**src/rtl/pdemux_1_to_16_reg_pkg.sv**
```systemverilog
// Shared definitions for the registered 1:16 demultiplexer.
//   SEL_W     : select / sweep counter width
//   NUM_PORTS : number of held output registers
//   LAST_IDX  : index written on the final sweep cycle
//   state_t   : controller states
package pdemux_1_to_16_reg_pkg;

  localparam int SEL_W     = 4;
  localparam int NUM_PORTS = 16;

  localparam logic [SEL_W-1:0] LAST_IDX = SEL_W'(NUM_PORTS - 1);

  typedef enum logic {
    IDLE  = 1'b0,
    SWEEP = 1'b1
  } state_t;

endpackage

```
**src/rtl/pdemux_1_to_16_reg_if.sv**
```systemverilog
// Write-side bus of the 1:16 demultiplexer.
//   master : drives D, S, we, fill_req, fill_val; observes wr_ready, busy, fill_done, wr_strobe
//   slave  : the demultiplexer itself
interface pdemux_1_to_16_reg_if
  import pdemux_1_to_16_reg_pkg::*;
#(
  parameter int width = 8
);

  logic [width-1:0]     D;
  logic [SEL_W-1:0]     S;
  logic                 we;
  logic                 wr_ready;
  logic                 fill_req;
  logic [width-1:0]     fill_val;
  logic                 busy;
  logic                 fill_done;
  logic [NUM_PORTS-1:0] wr_strobe;

  modport master (
    output D, S, we, fill_req, fill_val,
    input  wr_ready, busy, fill_done, wr_strobe
  );

  modport slave (
    input  D, S, we, fill_req, fill_val,
    output wr_ready, busy, fill_done, wr_strobe
  );

endinterface

```
**src/rtl/pdemux_1_to_16_reg_decoder.sv**
```systemverilog
// 4-to-16 one-hot decoder with enable.
//   sel    : index to decode
//   en     : when low the output is all zeros
//   onehot : one-hot of sel
module param_4_to_16_decoder
  import pdemux_1_to_16_reg_pkg::*;
(
  input  logic [SEL_W-1:0]     sel,
  input  logic                 en,
  output logic [NUM_PORTS-1:0] onehot
);

  always_comb begin
    onehot = '0;
    if (en) onehot[sel] = 1'b1;
  end

endmodule

```
**src/rtl/pdemux_1_to_16_reg.sv**
```systemverilog
// Registered 1:16 demultiplexer with a sequential fill engine.
//   clk, rst     : clock and synchronous active-high reset
//   bus (slave)  : write data/select/enable, fill request/value, ready/busy/done/strobe status
//   out1..out16  : held output registers
//
// state | meaning
// IDLE  | accepts single writes and fill requests (wr_ready=1)
// SWEEP | writes fill_q into out[cnt+1] each cycle, ignores bus requests (busy=1)
module pdemux_1_to_16_reg
  import pdemux_1_to_16_reg_pkg::*;
#(
  parameter int width = 8
)(
  input  logic                         clk,
  input  logic                         rst,
  pdemux_1_to_16_reg_if.slave          bus,
  output logic [width-1:0]             out1,
  output logic [width-1:0]             out2,
  output logic [width-1:0]             out3,
  output logic [width-1:0]             out4,
  output logic [width-1:0]             out5,
  output logic [width-1:0]             out6,
  output logic [width-1:0]             out7,
  output logic [width-1:0]             out8,
  output logic [width-1:0]             out9,
  output logic [width-1:0]             out10,
  output logic [width-1:0]             out11,
  output logic [width-1:0]             out12,
  output logic [width-1:0]             out13,
  output logic [width-1:0]             out14,
  output logic [width-1:0]             out15,
  output logic [width-1:0]             out16
);

  state_t               state_q, state_d;
  logic [SEL_W-1:0]     cnt_q;
  logic [width-1:0]     fill_q;
  logic [width-1:0]     regs [NUM_PORTS];
  logic [NUM_PORTS-1:0] wr_strobe_q;
  logic                 fill_done_q;

  logic                 dec_en;
  logic [SEL_W-1:0]     dec_sel;
  logic [width-1:0]     wr_data;
  logic [NUM_PORTS-1:0] wr_sel;

  // Decoder enable is (we & wr_ready) | busy; select and data follow the
  // sweep counter while sweeping, the bus otherwise.
  always_comb begin
    state_d = state_q;
    dec_en  = 1'b0;
    dec_sel = bus.S;
    wr_data = bus.D;
    case (state_q)
      IDLE: begin
        dec_en = bus.we;
        if (bus.fill_req) state_d = SWEEP;
      end
      SWEEP: begin
        dec_en  = 1'b1;
        dec_sel = cnt_q;
        wr_data = fill_q;
        if (cnt_q == LAST_IDX) state_d = IDLE;
      end
      default: state_d = IDLE;
    endcase
  end

  param_4_to_16_decoder u_dec (
    .sel    (dec_sel),
    .en     (dec_en),
    .onehot (wr_sel)
  );

  always_ff @(posedge clk) begin
    if (rst) begin
      state_q     <= IDLE;
      cnt_q       <= '0;
      fill_q      <= '0;
      wr_strobe_q <= '0;
      fill_done_q <= 1'b0;
      for (int i = 0; i < NUM_PORTS; i++) regs[i] <= '0;
    end else begin
      state_q     <= state_d;
      wr_strobe_q <= wr_sel;
      fill_done_q <= (state_q == SWEEP) && (cnt_q == LAST_IDX);
      for (int i = 0; i < NUM_PORTS; i++) begin
        if (wr_sel[i]) regs[i] <= wr_data;
      end
      if (state_q == IDLE && bus.fill_req) begin
        fill_q <= bus.fill_val;
        cnt_q  <= '0;
      end else if (state_q == SWEEP) begin
        cnt_q  <= cnt_q + 1'b1;  // wraps to 0 on the exit cycle
      end
    end
  end

  // busy and wr_ready are taken straight from the state flop.
  assign bus.wr_ready  = (state_q == IDLE);
  assign bus.busy      = (state_q == SWEEP);
  assign bus.fill_done = fill_done_q;
  assign bus.wr_strobe = wr_strobe_q;

  assign out1  = regs[0];
  assign out2  = regs[1];
  assign out3  = regs[2];
  assign out4  = regs[3];
  assign out5  = regs[4];
  assign out6  = regs[5];
  assign out7  = regs[6];
  assign out8  = regs[7];
  assign out9  = regs[8];
  assign out10 = regs[9];
  assign out11 = regs[10];
  assign out12 = regs[11];
  assign out13 = regs[12];
  assign out14 = regs[13];
  assign out15 = regs[14];
  assign out16 = regs[15];

endmodule

```
**src/flat_wrapper.sv**
```systemverilog
// flat-port wrapper written by rule: the top's interface ports become plain ports
module pdemux_1_to_16_reg_flat import pdemux_1_to_16_reg_pkg::*;
#(
  parameter int width = 8
)
  (clk, rst, out1, out2, out3, out4, out5, out6, out7, out8, out9, out10, out11, out12, out13, out14, out15, out16, bus_D, bus_S, bus_we, bus_fill_req, bus_fill_val, bus_wr_ready, bus_busy, bus_fill_done, bus_wr_strobe);
  pdemux_1_to_16_reg_if #(.width(width)) bus_i ();
  input  logic clk;
  input  logic rst;
  output logic [width-1:0] out1;
  output logic [width-1:0] out2;
  output logic [width-1:0] out3;
  output logic [width-1:0] out4;
  output logic [width-1:0] out5;
  output logic [width-1:0] out6;
  output logic [width-1:0] out7;
  output logic [width-1:0] out8;
  output logic [width-1:0] out9;
  output logic [width-1:0] out10;
  output logic [width-1:0] out11;
  output logic [width-1:0] out12;
  output logic [width-1:0] out13;
  output logic [width-1:0] out14;
  output logic [width-1:0] out15;
  output logic [width-1:0] out16;
  input wire logic [$bits(bus_i.D)-1:0] bus_D;
  input wire logic [$bits(bus_i.S)-1:0] bus_S;
  input wire logic [$bits(bus_i.we)-1:0] bus_we;
  input wire logic [$bits(bus_i.fill_req)-1:0] bus_fill_req;
  input wire logic [$bits(bus_i.fill_val)-1:0] bus_fill_val;
  output wire logic [$bits(bus_i.wr_ready)-1:0] bus_wr_ready;
  output wire logic [$bits(bus_i.busy)-1:0] bus_busy;
  output wire logic [$bits(bus_i.fill_done)-1:0] bus_fill_done;
  output wire logic [$bits(bus_i.wr_strobe)-1:0] bus_wr_strobe;
  assign bus_i.D = bus_D;
  assign bus_i.S = bus_S;
  assign bus_i.we = bus_we;
  assign bus_i.fill_req = bus_fill_req;
  assign bus_i.fill_val = bus_fill_val;
  assign bus_wr_ready = bus_i.wr_ready;
  assign bus_busy = bus_i.busy;
  assign bus_fill_done = bus_i.fill_done;
  assign bus_wr_strobe = bus_i.wr_strobe;
  pdemux_1_to_16_reg #(.width(width)) u_core (.clk(clk), .rst(rst), .bus(bus_i), .out1(out1), .out2(out2), .out3(out3), .out4(out4), .out5(out5), .out6(out6), .out7(out7), .out8(out8), .out9(out9), .out10(out10), .out11(out11), .out12(out12), .out13(out13), .out14(out14), .out15(out15), .out16(out16));
endmodule
```
**config.mk**
```make
export PLATFORM = sky130hd
export DESIGN_NAME = pdemux_1_to_16_reg_flat
export DESIGN_NICKNAME = d
export VERILOG_FILES = /design/src/rtl/pdemux_1_to_16_reg_pkg.sv /design/src/rtl/pdemux_1_to_16_reg_if.sv /design/src/rtl/pdemux_1_to_16_reg_decoder.sv /design/src/rtl/pdemux_1_to_16_reg.sv /design/src/flat_wrapper.sv
export SDC_FILE = /design/constraint.sdc
export NUM_CORES = 1
export LEC_CHECK = 0
export ABC_AREA = 0
export CAP_MARGIN = 20
export CORE_ASPECT_RATIO = 0.8
export CORE_UTILIZATION = 52
export DETAILED_ROUTE_END_ITERATION = 12
export GPL_TIMING_DRIVEN = 0
export PLACE_DENSITY = 0.86
export SYNTH_ARGS = -nofsm -noshare
export SYNTH_HDL_FRONTEND = slang
export SYNTH_SLANG_ARGS = --single-unit
```
**constraint.sdc**
```tcl
create_clock -name clk -period 3.2 [get_ports clk]
set_input_delay 0.96 -clock clk [delete_from_list [all_inputs] [get_ports clk]]
set_output_delay 0.96 -clock clk [all_outputs]
set_load 0.05 [all_outputs]
```
---- Word level (Yosys, flattened, before mapping) ----
Memories as Yosys holds them, arrays and structs flattened.
Index checks and enable logic that the tools add are counted.
cells by class
  equality and inequality tests ........... 1
  $mul .................................... 0
  mux-type cells .......................... 75
  add/subtract/negate cells ............... 1
  magnitude comparators ................... 2
  bitwise operators ....................... 17
  div/mod/pow operators ................... 0
  shifts and indexed selects .............. 0
  reduce and logical (&&, ||, !) cells .... 4
operators by type and width
  kind                                                                          number
  8-bit 2-to-1 mux                                                              17
  1-bit 2-to-1 mux                                                              53
  16-bit 2-to-1 mux                                                             1
  1-bit OR                                                                      16
  4-bit by 5-bit less-than comparator with 1-bit output, second input constant  1
  4-bit by 1-bit adder with 4-bit output, second input constant                 1
  1-bit demux with 4-bit select                                                 1
  4-bit equality test, second input constant                                    1
  4-bit by 1-bit >= comparator with 1-bit output, second input constant         1
  4-bit 2-to-1 mux                                                              1
  1-bit case mux with 2 select lines                                            2
  1-bit logical AND                                                             3
  2-bit OR reduction                                                            1
  1-bit inverter                                                                1
word-level totals
  ROM bits ................................ 0
  register bits ........................... 30
  bits in writable memories ............... 128
  latch bits .............................. 0
  logic and storage cells ................. 106
  output and inout bits ................... 147
  memories kept ........................... 1
memories
  name         words  width  read ports  clocked after memory_dff  wr ports  line                      text
  u_core.regs  16     8      16          0                         16        pdemux_1_to_16_reg.sv:38  logic [width-1:0] regs [NUM_PORTS];

---- Longest topological paths before layout ----
  depth in word-level cells ............... 10
  depth in mapped cells ................... 6
  depth with buffers taken out ............ 4

---- Hierarchy ----
A second synthesis with hierarchy kept.
unflattened totals
  cell total of the unflattened synthesis .. 379
  area total of the unflattened synthesis .. 5783.0 um^2
modules (own cells, without submodules)
  module                 seq. area each (um^2)  instances  cells an instance  area an instance (um^2)
  pdemux_1_to_16_reg     4444.3                 1          356                5665.4
  param_4_to_16_decoder  0.0                    1          23                 117.6

---- Worst setup path before layout ----
Ideal clock, no wire load.
  path kind ............................... input -> register
  start point ............................. input bus_S[2]
  end point ............................... memory u_core.regs[0][0], enable pin
  arrival ................................. 2050 ps
  slack ................................... 775 ps
  cell stages on the path ................. 4
  buffers on the path ..................... 1
  setup time .............................. 375 ps
  cells stage by stage .................... nor4b_4 > nor2_2 > buf_2 > o21bai_1
RTL lines
  what             line                      text
  start, declared  flat_wrapper.sv:27        input wire logic [$bits(bus_i.S)-1:0] bus_S;
  end, declared    pdemux_1_to_16_reg.sv:38

---- Worst setup path after layout ----
  start point ............................. register u_core.state_q, in the netlist u_core.bus.busy
  end point ............................... output bus_wr_ready
on the way
  cells in the longest elaborated chain, start to end .. 1
RTL lines
  what                    line                       text
  start, declared         pdemux_1_to_16_reg.sv:35   state_t state_q, state_d;
  start signal, assigned  pdemux_1_to_16_reg.sv:84   state_q <= state_d;
  1-bit inverter          pdemux_1_to_16_reg.sv:100  assign bus.wr_ready = (state_q == IDLE);
  end, declared           flat_wrapper.sv:31         output wire logic [$bits(bus_i.wr_ready)-1:0] bus_wr_ready;
No other way between the ends.

==> results.sh <==
export IMPL_status="finished clean"
export IMPL_groute_usage_overall_pct=24.7
export IMPL_postRouteWirelength_mm=14.9
export IMPL_drt_drc_violations_left=0
export IMPL_r2r_end="u_core.regs[1][27]"
export IMPL_cts_setup_buffers=0
export IMPL_mappedNetlistNets=414
export IMPL_reg2regPathDepth=5
export IMPL_row_count=35
export IMPL_cts_buffers_inserted=17
export IMPL_yosysWarnings=0
export IMPL_hpwlAfterDp_mm=10.2
export IMPL_clock_latency_ns=0.42
export IMPL_antenna_left=0
export IMPL_gp_routability_congestion=0.771
export IMPL_slew_at_the_pin_closest_to_its_max_slew_limit_ns=1.04
export IMPL_synthesis_area_per_instance_sq_um=16.1
export IMPL_grt_max_degree=17
export IMPL_setup_worst_path_class="reg -> out"
export IMPL_data_required_time_at_the_worst_endpoint_ns=2.24
export IMPL_floorplan_initialDensity_pct=54.0
export IMPL_grt_first_pass_wirelength_mm=22.3
export IMPL_slew_headroom_pct=30.5
export IMPL_yosys_top_cells_area="sky130_fd_sc_hd__edfxtp_1 61%, sky130_fd_sc_hd__dfxtp_1 9.6%, sky130_fd_sc_hd__nor3_2 8.6%"
export IMPL_synth_top_area_cell="sky130_fd_sc_hd__edfxtp_1"
export IMPL_p_total_mw=5.42
export IMPL_syn_cell_area_sq_um=6260
export IMPL_crit_path_end_kind="output port"
export IMPL_dieArea_sq_um=12500
export IMPL_synth_seq_area_share_pct=71.0
export IMPL_layout_drive_gt1_share_pct=21.9
export IMPL_async_reset_ff_share_pct=0
export IMPL_cp_endpoint="bus_wr_ready"
export IMPL_slew_viol_final=0
export IMPL_synth_top_flop_cell="sky130_fd_sc_hd__edfxtp_1"
export IMPL_cts_tree="done"
export IMPL_fin_hold_ws_ns=0.495
export IMPL_category_of_the_worst_setup_path_launch_point="flip-flop"
export IMPL_max_cap_violations=0
export IMPL_gr_total_overflow=0
export IMPL_cts_hold_buffers_added=0
export IMPL_antenna_found_initial=0
export IMPL_power_density_cell_area_nw_per_um2=617
export IMPL_final_core_util_pct=75.7
export IMPL_cell_count_after_synthesis=389
export IMPL_design_core_area_sq_um=11600
export IMPL_worst_ep_arrival_time_ns=2.14
export IMPL_synth_cell_type_count=38
export IMPL_detail_route_vias_per_cell=5.37
export IMPL_clkSlewWorstSetupHoldPaths_ns=0.06
export IMPL_final_hold_violation_count=0
export IMPL_area_growth_syn_to_layout_pct=40.3
export IMPL_final_setup_viol_count=0
export IMPL_diodes=0
export IMPL_pin_count=171
export IMPL_clockBufferDepth=2
export IMPL_cts_sinks=158
export IMPL_min_delay_start="u_core.fill_q[4]"
export IMPL_placed_cells=707
export IMPL_synth_top_cell_area_share_pct=61.4
export IMPL_timing_final_crit_share_pct=96.7
export IMPL_final_nets=603
export IMPL_post_synth_top_count_cell="sky130_fd_sc_hd__edfxtp_1"
export IMPL_worstReg2RegStart="u_core.bus.busy"
export IMPL_biggest_fanout_along_the_worst_timing_path=10
export IMPL_edff_count_synth=128
export IMPL_initialDrtViolationCount=221
export IMPL_cts_htree_levels=4
export IMPL_die_w_um=125
export IMPL_setup_total_negative_slack_ns=0
export IMPL_drt_pass1_iter_count=4
export IMPL_ir_worst_vdd_mv=0.498
export IMPL_finClkSkew_ns=0.00710
export IMPL_cp_startpoint="u_core.bus.busy"
export IMPL_grt_setup_unrepaired="no"
export IMPL_dr_total_vias=3960
export IMPL_hold_class="reg -> reg"
export IMPL_setup_reg_to_reg_worst_slack_ns=0.80
export IMPL_power_leakage_nw=3.15
export IMPL_io_buffers=170
export IMPL_cts_resized_gates=0
export IMPL_finish_cell_count_without_fillers=737
export IMPL_first_global_vias=3893
export IMPL_yosys_register_bits=158
export IMPL_avgRoutedWirePerCell_um=20.2
export IMPL_die_height_um=100
export IMPL_ctsRootBufferMaster="sky130_fd_sc_hd__clkbuf_16"
export IMPL_synth_common_cells="128 x sky130_fd_sc_hd__edfxtp_1, 54 x sky130_fd_sc_hd__nor3_2, 46 x sky130_fd_sc_hd__nor2_1"
export IMPL_max_freq_ghz=0.323
export IMPL_period_needed_ns=3.10
## logic make-up after synthesis
group                      after synthesis  synth area share [%]
buffers and inverters                   42                  5.26
adders and majority gates                1                 0.200
muxes                                   16                  2.56
and+or+nand+nor                        145                  16.4
xor gates and xnor gates                 1                 0.140
AOI/OAI and AO/OA                       26                  4.44
DFF                                    158                  71.0
## flip-flops by register name, indices dropped and copies added, names as in the netlist
signal,flops
u_core.bus.busy,1
u_core.bus.fill_done,1
u_core.bus.wr_strobe,16
u_core.cnt_q,4
u_core.fill_q,8
u_core.regs,128
## cells in the final DEF (no fill, tap or decap), types with 8 or more instances in the layout
master,netlist,routed
sky130_fd_sc_hd__clkdlybuf4s50_1,0,170
sky130_fd_sc_hd__clkbuf_16,0,17
sky130_fd_sc_hd__mux2i_1,16,16
sky130_fd_sc_hd__or2_1,8,8
sky130_fd_sc_hd__nor3_2,54,54
sky130_fd_sc_hd__inv_1,11,11
sky130_fd_sc_hd__nor2_1,46,46
sky130_fd_sc_hd__o21bai_1,8,8
sky130_fd_sc_hd__nor3_1,11,11
sky130_fd_sc_hd__dfxtp_1,30,30
sky130_fd_sc_hd__buf_6,18,18
sky130_fd_sc_hd__edfxtp_1,128,128
## stage by stage
step / instance area, sq um / setup WS, ns
final: 8790 / 0.104
after global routing: 8790 / 0.0486
after CTS: 8790 / 0.107
after detailed placement: 8150 / -0.223
after global placement: 8150 / -0.164
after floorplan: 6260 / 0.775
## routing by layer
| layer | vias up | GRT usage (%) | part of all wire (%) |
|---|---|---|---|
| li1 | 1796 | - | - |
| met1 | 1935 | 30.5 | 41 |
| met2 | 201 | 39.1 | 48 |
| met3 | 28 | 8.74 | 8.4 |
| met4 | 0 | 12.1 | 2.5 |
| met5 | - | 0 | 0 |
## worst min-delay path by stage
| stage | to | slack, ns | depth (start not counted) |
|---|---|---|---|
| finish | u_core.fill_q[4] | 0.49 | 2 |
| global route | u_core.fill_q[2] | 0.52 | 2 |
| CTS | u_core.fill_q[2] | 0.50 | 2 |
| detailed placement | u_core.fill_q[2] | 0.49 | 2 |
| global placement | u_core.fill_q[4] | 0.47 | 2 |
| floorplan | u_core.fill_q[0] | 0.46 | 2 |
## critical path, cell delays in order, from the launching register on
cell and delay, ns:
sky130_fd_sc_hd__dfxtp_1 0.33, sky130_fd_sc_hd__buf_6 0.15, sky130_fd_sc_hd__buf_8 0.14, sky130_fd_sc_hd__buf_2 0.17, sky130_fd_sc_hd__inv_1 0.10, sky130_fd_sc_hd__clkdlybuf4s50_1 0.82
## where the power goes
part | switching [mW] | total [mW] | internal (mW) | leakage, nW
clock network | 0.814 | 2.19 | 1.38 | 0.304
logic | 0.592 | 0.855 | 0.263 | 1.28
registers | 0.0384 | 2.37 | 2.33 | 1.57
total | 1.44 | 5.42 | 3.98 | 3.15
## final cells by class
cell class                 instances  area (sq um)
clock inverter                    13           213
sequential                       158          4440
inverter                          11          41.3
timing repair buffer             170          1700
buffer                            31           288
fill                             670          2820
multi-input combinational        189          1490
clock buffer                      17           425
tap                              148           185
Note: power is estimated with default switching activity, not from simulation.
